File: src/rtl/seq_age_arbiter_if.sv
// Requester, grant and commit signals of the sequence-age arbiter.
// The master drives requests, commits and grant_rdy; the slave is the arbiter.
interface seq_age_arbiter_if #(
   parameter int p_num_reqs     = 4,
   parameter int p_seq_num_bits = 5,
   parameter int p_data_bits    = 32
);
   localparam int c_idx_bits = $clog2(p_num_reqs);

   logic                                 commit_val;
   logic [p_seq_num_bits-1:0]            commit_seq_num;

   logic [p_num_reqs-1:0]                req_val;
   logic [p_num_reqs-1:0]                req_rdy;
   logic [p_num_reqs*p_seq_num_bits-1:0] req_seq_num;
   logic [p_num_reqs*p_data_bits-1:0]    req_data;

   logic                                 grant_val;
   logic                                 grant_rdy;
   logic [p_seq_num_bits-1:0]            grant_seq_num;
   logic [p_data_bits-1:0]               grant_data;
   logic [c_idx_bits-1:0]                grant_idx;

   modport master (
      output commit_val, commit_seq_num,
      output req_val, req_seq_num, req_data,
      input  req_rdy,
      input  grant_val, grant_seq_num, grant_data, grant_idx,
      output grant_rdy
   );

   modport slave (
      input  commit_val, commit_seq_num,
      input  req_val, req_seq_num, req_data,
      output req_rdy,
      input  grant_rdy,
      output grant_val, grant_seq_num, grant_data, grant_idx
   );
endinterface

File: src/rtl/seq_age_arbiter.sv
// Picks the oldest valid requester relative to a wrapping "oldest in flight"
// pointer and hands it to a single-entry output register with full throughput.
module seq_age_arbiter #(
   parameter int p_num_reqs     = 4,
   parameter int p_seq_num_bits = 5,
   parameter int p_data_bits    = 32
) (
   input  logic              clk,
   input  logic              rst,
   seq_age_arbiter_if.slave  bus
);
   localparam int c_idx_bits = $clog2(p_num_reqs);

   logic [p_seq_num_bits-1:0] oldest_reg;
   logic [p_seq_num_bits-1:0] oldest_next;

   logic                      grant_val_reg;
   logic [p_seq_num_bits-1:0] grant_seq_num_reg;
   logic [p_data_bits-1:0]    grant_data_reg;
   logic [c_idx_bits-1:0]     grant_idx_reg;

   logic [p_seq_num_bits-1:0] seq_arr  [p_num_reqs];
   logic [p_data_bits-1:0]    data_arr [p_num_reqs];

   logic                      sel_found;
   logic [c_idx_bits-1:0]     sel_idx;
   logic [p_seq_num_bits-1:0] sel_seq;
   logic [p_data_bits-1:0]    sel_data;

   logic                      out_open;
   logic                      load_en;
   logic [p_num_reqs-1:0]     req_rdy_w;

   genvar gi;
   generate
      for (gi = 0; gi < p_num_reqs; gi++) begin : gen_unpack
         assign seq_arr[gi]  = bus.req_seq_num[gi*p_seq_num_bits +: p_seq_num_bits];
         assign data_arr[gi] = bus.req_data[gi*p_data_bits +: p_data_bits];
      end
   endgenerate

   // Wrapping age order: each term that lies below the oldest pointer flips the plain compare.
   function automatic logic is_older(
      input logic [p_seq_num_bits-1:0] a,
      input logic [p_seq_num_bits-1:0] b,
      input logic [p_seq_num_bits-1:0] base
   );
      return (a < b) ^ (a < base) ^ (b < base);
   endfunction

   always_comb begin
      oldest_next = oldest_reg;
      if (bus.commit_val) begin
         oldest_next = bus.commit_seq_num + 1'b1;
      end
   end

   // Strictly-older test keeps the lowest index on equal sequence numbers.
   always_comb begin
      sel_found = 1'b0;
      sel_idx   = '0;
      sel_seq   = '0;
      sel_data  = '0;
      for (int i = 0; i < p_num_reqs; i++) begin
         if (bus.req_val[i] && (!sel_found || is_older(seq_arr[i], sel_seq, oldest_reg))) begin
            sel_found = 1'b1;
            sel_idx   = i[c_idx_bits-1:0];
            sel_seq   = seq_arr[i];
            sel_data  = data_arr[i];
         end
      end
   end

   assign out_open = !grant_val_reg || bus.grant_rdy;
   assign load_en  = out_open && sel_found && !rst;

   generate
      for (gi = 0; gi < p_num_reqs; gi++) begin : gen_rdy
         assign req_rdy_w[gi] = load_en && (sel_idx == c_idx_bits'(gi));
      end
   endgenerate

   always_ff @(posedge clk) begin
      if (rst) begin
         oldest_reg        <= '0;
         grant_val_reg     <= 1'b0;
         grant_seq_num_reg <= '0;
         grant_data_reg    <= '0;
         grant_idx_reg     <= '0;
      end else begin
         oldest_reg <= oldest_next;
         if (out_open) begin
            grant_val_reg <= sel_found;
            if (sel_found) begin
               grant_seq_num_reg <= sel_seq;
               grant_data_reg    <= sel_data;
               grant_idx_reg     <= sel_idx;
            end
         end
      end
   end

   assign bus.req_rdy       = req_rdy_w;
   assign bus.grant_val     = grant_val_reg;
   assign bus.grant_seq_num = grant_seq_num_reg;
   assign bus.grant_data    = grant_data_reg;
   assign bus.grant_idx     = grant_idx_reg;
endmodule

File: src/flat_wrapper.sv
// flat-port wrapper written by rule: the top's interface ports become plain ports
module seq_age_arbiter_flat 
#(
   parameter int p_num_reqs     = 4,
   parameter int p_seq_num_bits = 5,
   parameter int p_data_bits    = 32
)
  (clk, rst, bus_commit_val, bus_commit_seq_num, bus_req_val, bus_req_seq_num, bus_req_data, bus_req_rdy, bus_grant_rdy, bus_grant_val, bus_grant_seq_num, bus_grant_data, bus_grant_idx);
  seq_age_arbiter_if #(.p_num_reqs(p_num_reqs), .p_seq_num_bits(p_seq_num_bits), .p_data_bits(p_data_bits)) bus_i ();
  input  logic clk;
  input  logic rst;
  input wire logic [$bits(bus_i.commit_val)-1:0] bus_commit_val;
  input wire logic [$bits(bus_i.commit_seq_num)-1:0] bus_commit_seq_num;
  input wire logic [$bits(bus_i.req_val)-1:0] bus_req_val;
  input wire logic [$bits(bus_i.req_seq_num)-1:0] bus_req_seq_num;
  input wire logic [$bits(bus_i.req_data)-1:0] bus_req_data;
  output wire logic [$bits(bus_i.req_rdy)-1:0] bus_req_rdy;
  input wire logic [$bits(bus_i.grant_rdy)-1:0] bus_grant_rdy;
  output wire logic [$bits(bus_i.grant_val)-1:0] bus_grant_val;
  output wire logic [$bits(bus_i.grant_seq_num)-1:0] bus_grant_seq_num;
  output wire logic [$bits(bus_i.grant_data)-1:0] bus_grant_data;
  output wire logic [$bits(bus_i.grant_idx)-1:0] bus_grant_idx;
  assign bus_i.commit_val = bus_commit_val;
  assign bus_i.commit_seq_num = bus_commit_seq_num;
  assign bus_i.req_val = bus_req_val;
  assign bus_i.req_seq_num = bus_req_seq_num;
  assign bus_i.req_data = bus_req_data;
  assign bus_req_rdy = bus_i.req_rdy;
  assign bus_i.grant_rdy = bus_grant_rdy;
  assign bus_grant_val = bus_i.grant_val;
  assign bus_grant_seq_num = bus_i.grant_seq_num;
  assign bus_grant_data = bus_i.grant_data;
  assign bus_grant_idx = bus_i.grant_idx;
  seq_age_arbiter #(.p_num_reqs(p_num_reqs), .p_seq_num_bits(p_seq_num_bits), .p_data_bits(p_data_bits)) u_core (.clk(clk), .rst(rst), .bus(bus_i));
endmodule
File: config.mk
export PLATFORM = sky130hd
export DESIGN_NAME = seq_age_arbiter_flat
export DESIGN_NICKNAME = d
export VERILOG_FILES = /design/src/rtl/seq_age_arbiter_if.sv /design/src/rtl/seq_age_arbiter.sv /design/src/flat_wrapper.sv
export SDC_FILE = /design/constraint.sdc
export NUM_CORES = 1
export LEC_CHECK = 0
export ABC_AREA = 1
export BUFFER_PORTS_ARGS = -buffer_cell sky130_fd_sc_hd__buf_2
export CELL_PAD_IN_SITES_DETAIL_PLACEMENT = 0
export CELL_PAD_IN_SITES_GLOBAL_PLACEMENT = 1
export CORE_MARGIN = 2
export CORE_UTILIZATION = 34
export DETAILED_ROUTE_END_ITERATION = 8
export PLACE_DENSITY = 0.88
export SYNTH_ARGS = -nofsm -noshare
export SYNTH_HDL_FRONTEND = slang
export SYNTH_SLANG_ARGS = --single-unit
File: constraint.sdc
create_clock -name clk -period 18.39 [get_ports clk]
set_clock_uncertainty 0.1 [all_clocks]
set_input_delay 4.5975 -clock clk [delete_from_list [all_inputs] [get_ports clk]]
set_output_delay 4.5975 -clock clk [all_outputs]
set_load 0.1 [all_outputs]
==> reports/results.tsv <==
metric	value	unit
fmax	59.1	MHz
largest net degree at the start of global routing	67	
Fin. Hold Viols	0	
total track usage	0.222	
synth top area cells	dfxtp_1 21%, nand3_1 20%, nand2_1 14%	
Critical Path Start	bus_req_val[0]	
nets	1088	
asr flop ratio synth	0	
DRT iter0 DRCs	380	
gpl congestion	0.855	
DRT antenna net count	0	
register area share after synthesis	0.206	
combinational share of power	0.629	
WL/cell	14.6	um
Core Footprint	12600	um^2
Post-Syn Area per Cell	6.01	um^2
Tot Pwr	0.000616	W
yosys synthesis warning count	0	
Vias per Instance	4.94	
Post-route DRC	0	
Root Driver	clkbuf_16	
HP Class	reg2reg	
Mapped Nets	920	
RSZ-0062 raised after global routing	false	
worst setup path class	in2out	
Port Buffers	204	
final slew viol count	0	
Cells after Synth	726	
ys flop type	dfxtp_1	
WL final	15600	um
Sw Share	0.555	
crit-path max cell delay	0.81	ns
Worst Tran Pin Value	1.07	ns
minimum clock period	16.92	ns
Crit path arrival time	12.22	ns
dpl hpwl	11200	um
Seq pwr share	0.205	
worst reg2reg path startpoint	u_core.oldest_reg[4]	
crit path max-delay cell type	nand3_2	
total CTS buffers	5	
io pins	205	
Most common cell on crit path	nand2_1	
Post-Syn Area	4370	um^2
Pre-antenna DRT Iters	5	
Psw	0.000342	W
endpoint type of the worst setup path	output port	
CTS tree	built	
Core Util, Final	0.446	
row cnt	41	
Worst-path clk slew	0.06	ns
Startpoint Class	input port	
Die ar.	13800	um^2
worst path bufs/invs	6	
Area growth, synth to finish	28.4	%
clock share of power	0.166	
Tcrit/Tclk final	0.920	
setup_tns	0	ns
CP required	13.69	ns
power density cells	110	nW/um^2
Leak	3.13	nW
DR vias	5276	
count of unique library cells instantiated by Yosys	27	
Int Pwr	0.000274	W
Worst IR Drop VDD	82.0	uV
leading area contributor after synthesis	dfxtp_1	
R2R Setup Slk	10.73	ns
clk sinks	45	
Clock Tree Buf Depth	2	
reg-to-reg endpoint	u_core.bus.grant_data[3]	
post-synth top area share	0.206	
total grt overflow	0	
Clock Latency Late Sink	0.29	ns
Initial Utilization	0.347	
chip width	117	um
reg2reg path depth	41	
initial antenna violation count	1	
number of synthesized flops with an enable pin	0	
Largest register FFs	32	
max cap viols	0	
Hold WS	0.362	ns
status	finished, final reports clean	
end point of the critical path	bus_req_rdy[1]	
Setup Buffers After CTS	0	
vias in the first global route	4967	
share of cells above drive strength 1	0.277	
final setup vio count	0	
Synth Register Bits	45	
cts hold-fix bufs	0	
critical path peak fanout	41	
Top delay family on crit path	simple AND/OR/NAND/NOR gates	
WP depth	40	
Slew HR	0.286	
H-Tree Depth	2	
post_cts resized	0	
first-pass GRT wire length	25200	um
Die Y	117	um
==> metal layers <==
metal / share of wire / vias to the layer above / GRT usage
li1: - / 2734 / -
met1: 0.44 / 2358 / 0.278
met2: 0.48 / 164 / 0.395
met3: 0.058 / 20 / 0.0394
met4: 0.018 / 0 / 0.0535
met5: 0 / - / 0
==> layout by cell type (no fill, tap or decap), types with 2 or more instances in the layout <==
master / Yosys / routed
a21oi_1: 50 / 50
a211oi_1: 4 / 4
a41oi_1: 2 / 2
o21ai_0: 42 / 42
nand2_2: 3 / 3
ha_1: 33 / 33
buf_2: 9 / 201
nor2_2: 2 / 2
inv_1: 94 / 94
buf_12: 0 / 3
o21ai_1: 2 / 2
clkbuf_16: 0 / 5
nand2_1: 165 / 165
nand3_2: 23 / 23
or2_2: 2 / 2
buf_4: 1 / 6
nor2_1: 25 / 25
xnor2_1: 2 / 2
dfxtp_1: 45 / 45
nand3_1: 178 / 178
==> kinds of logic (layout without fill, tap and decap cells) <==
kind of cell | count (synthesis) | in the layout | share of synthesized area
AND/OR/NAND/NOR | 400 | 400 | 0.434
buffers and inverters | 143 | 311 | 0.138
AO/OA/AOI/OAI | 102 | 102 | 0.122
flip-flops | 45 | 45 | 0.206
adder cells (fa/ha/maj) | 33 | 33 | 0.0946
XOR/XNOR | 3 | 3 | 0.00602
other | 0 | 1 | 0
==> layout make-up <==
| class | count | area, um^2 |
|---|---|---|
| fillers | 1385 | 6960 |
| diodes | 1 | 2.50 |
| inverters | 94 | 353 |
| clock inverters | 2 | 35.0 |
| well taps | 172 | 215 |
| flip-flops and latches | 45 | 901 |
| clock buffers | 5 | 125 |
| repair buffers | 210 | 1110 |
| multi-input cells | 538 | 2870 |
==> stage by stage <==
stage,setup WS (ns),area (um^2),instances
final,1.47,5610,1067
after global routing,0.447,5610,1066
after CTS,1.40,5610,1066
after detailed placement,1.42,5450,1059
after global placement,1.76,5450,1059
after floorplan,2.37,4370,726
==> worst min-delay path by stage <==
| stage | startpoint | to | slack, ns | cells past startpoint |
|---|---|---|---|---|
| 5_1_grt | u_core.bus.grant_data[7] | u_core.bus.grant_data[7] | 0.38 | 2 |
| 3_5_place_dp | u_core.bus.grant_data[7] | u_core.bus.grant_data[7] | 0.35 | 2 |
| 2_1_floorplan | u_core.oldest_reg[0] | u_core.oldest_reg[0] | 0.42 | 2 |
| 4_1_cts | u_core.bus.grant_data[7] | u_core.bus.grant_data[7] | 0.36 | 2 |
| 3_3_place_gp | u_core.bus.grant_data[6] | u_core.bus.grant_data[6] | 0.35 | 2 |
| 6_report | u_core.bus.grant_data[7] | u_core.bus.grant_data[7] | 0.36 | 2 |
==> power by group through the flow <==
stage                     Sequential (W)  Combinational [W]  Clock (W)
after floorplan                 0.000263           0.000182          0
after global placement          0.000128           0.000387          0
after detailed placement        0.000128           0.000388          0
after CTS                       0.000126           0.000390   0.000105
after global routing            0.000128           0.000422   0.000108
final                           0.000126           0.000388   0.000102
==> synth_stat cells, types with 2 or more instances <==
library cell  count
or2_2             2
nor2_2            2
buf_1             3
nor2_1           25
nand3_2          23
a41oi_1           2
buf_6             5
o21ai_0          42
nand2_2           3
nand2_1         165
clkbuf_1         30
a211oi_1          4
nand3_1         178
dfxtp_1          45
ha_1             33
inv_1            94
xnor2_1           2
o21ai_1           2
buf_2             9
a21oi_1          50
==> worst reg2reg max path, delay by kind of cell, from the launching register on <==
kind                       cells  cell delay, ns
buffers and inverters          6            1.48
and+or+nand+nor               25            3.11
DFF                            1            0.30
adders and majority gates      3            0.97
AOI/OAI and AO/OA              7            1.53
No activity file was read; power rests on OpenSTA's default activity.
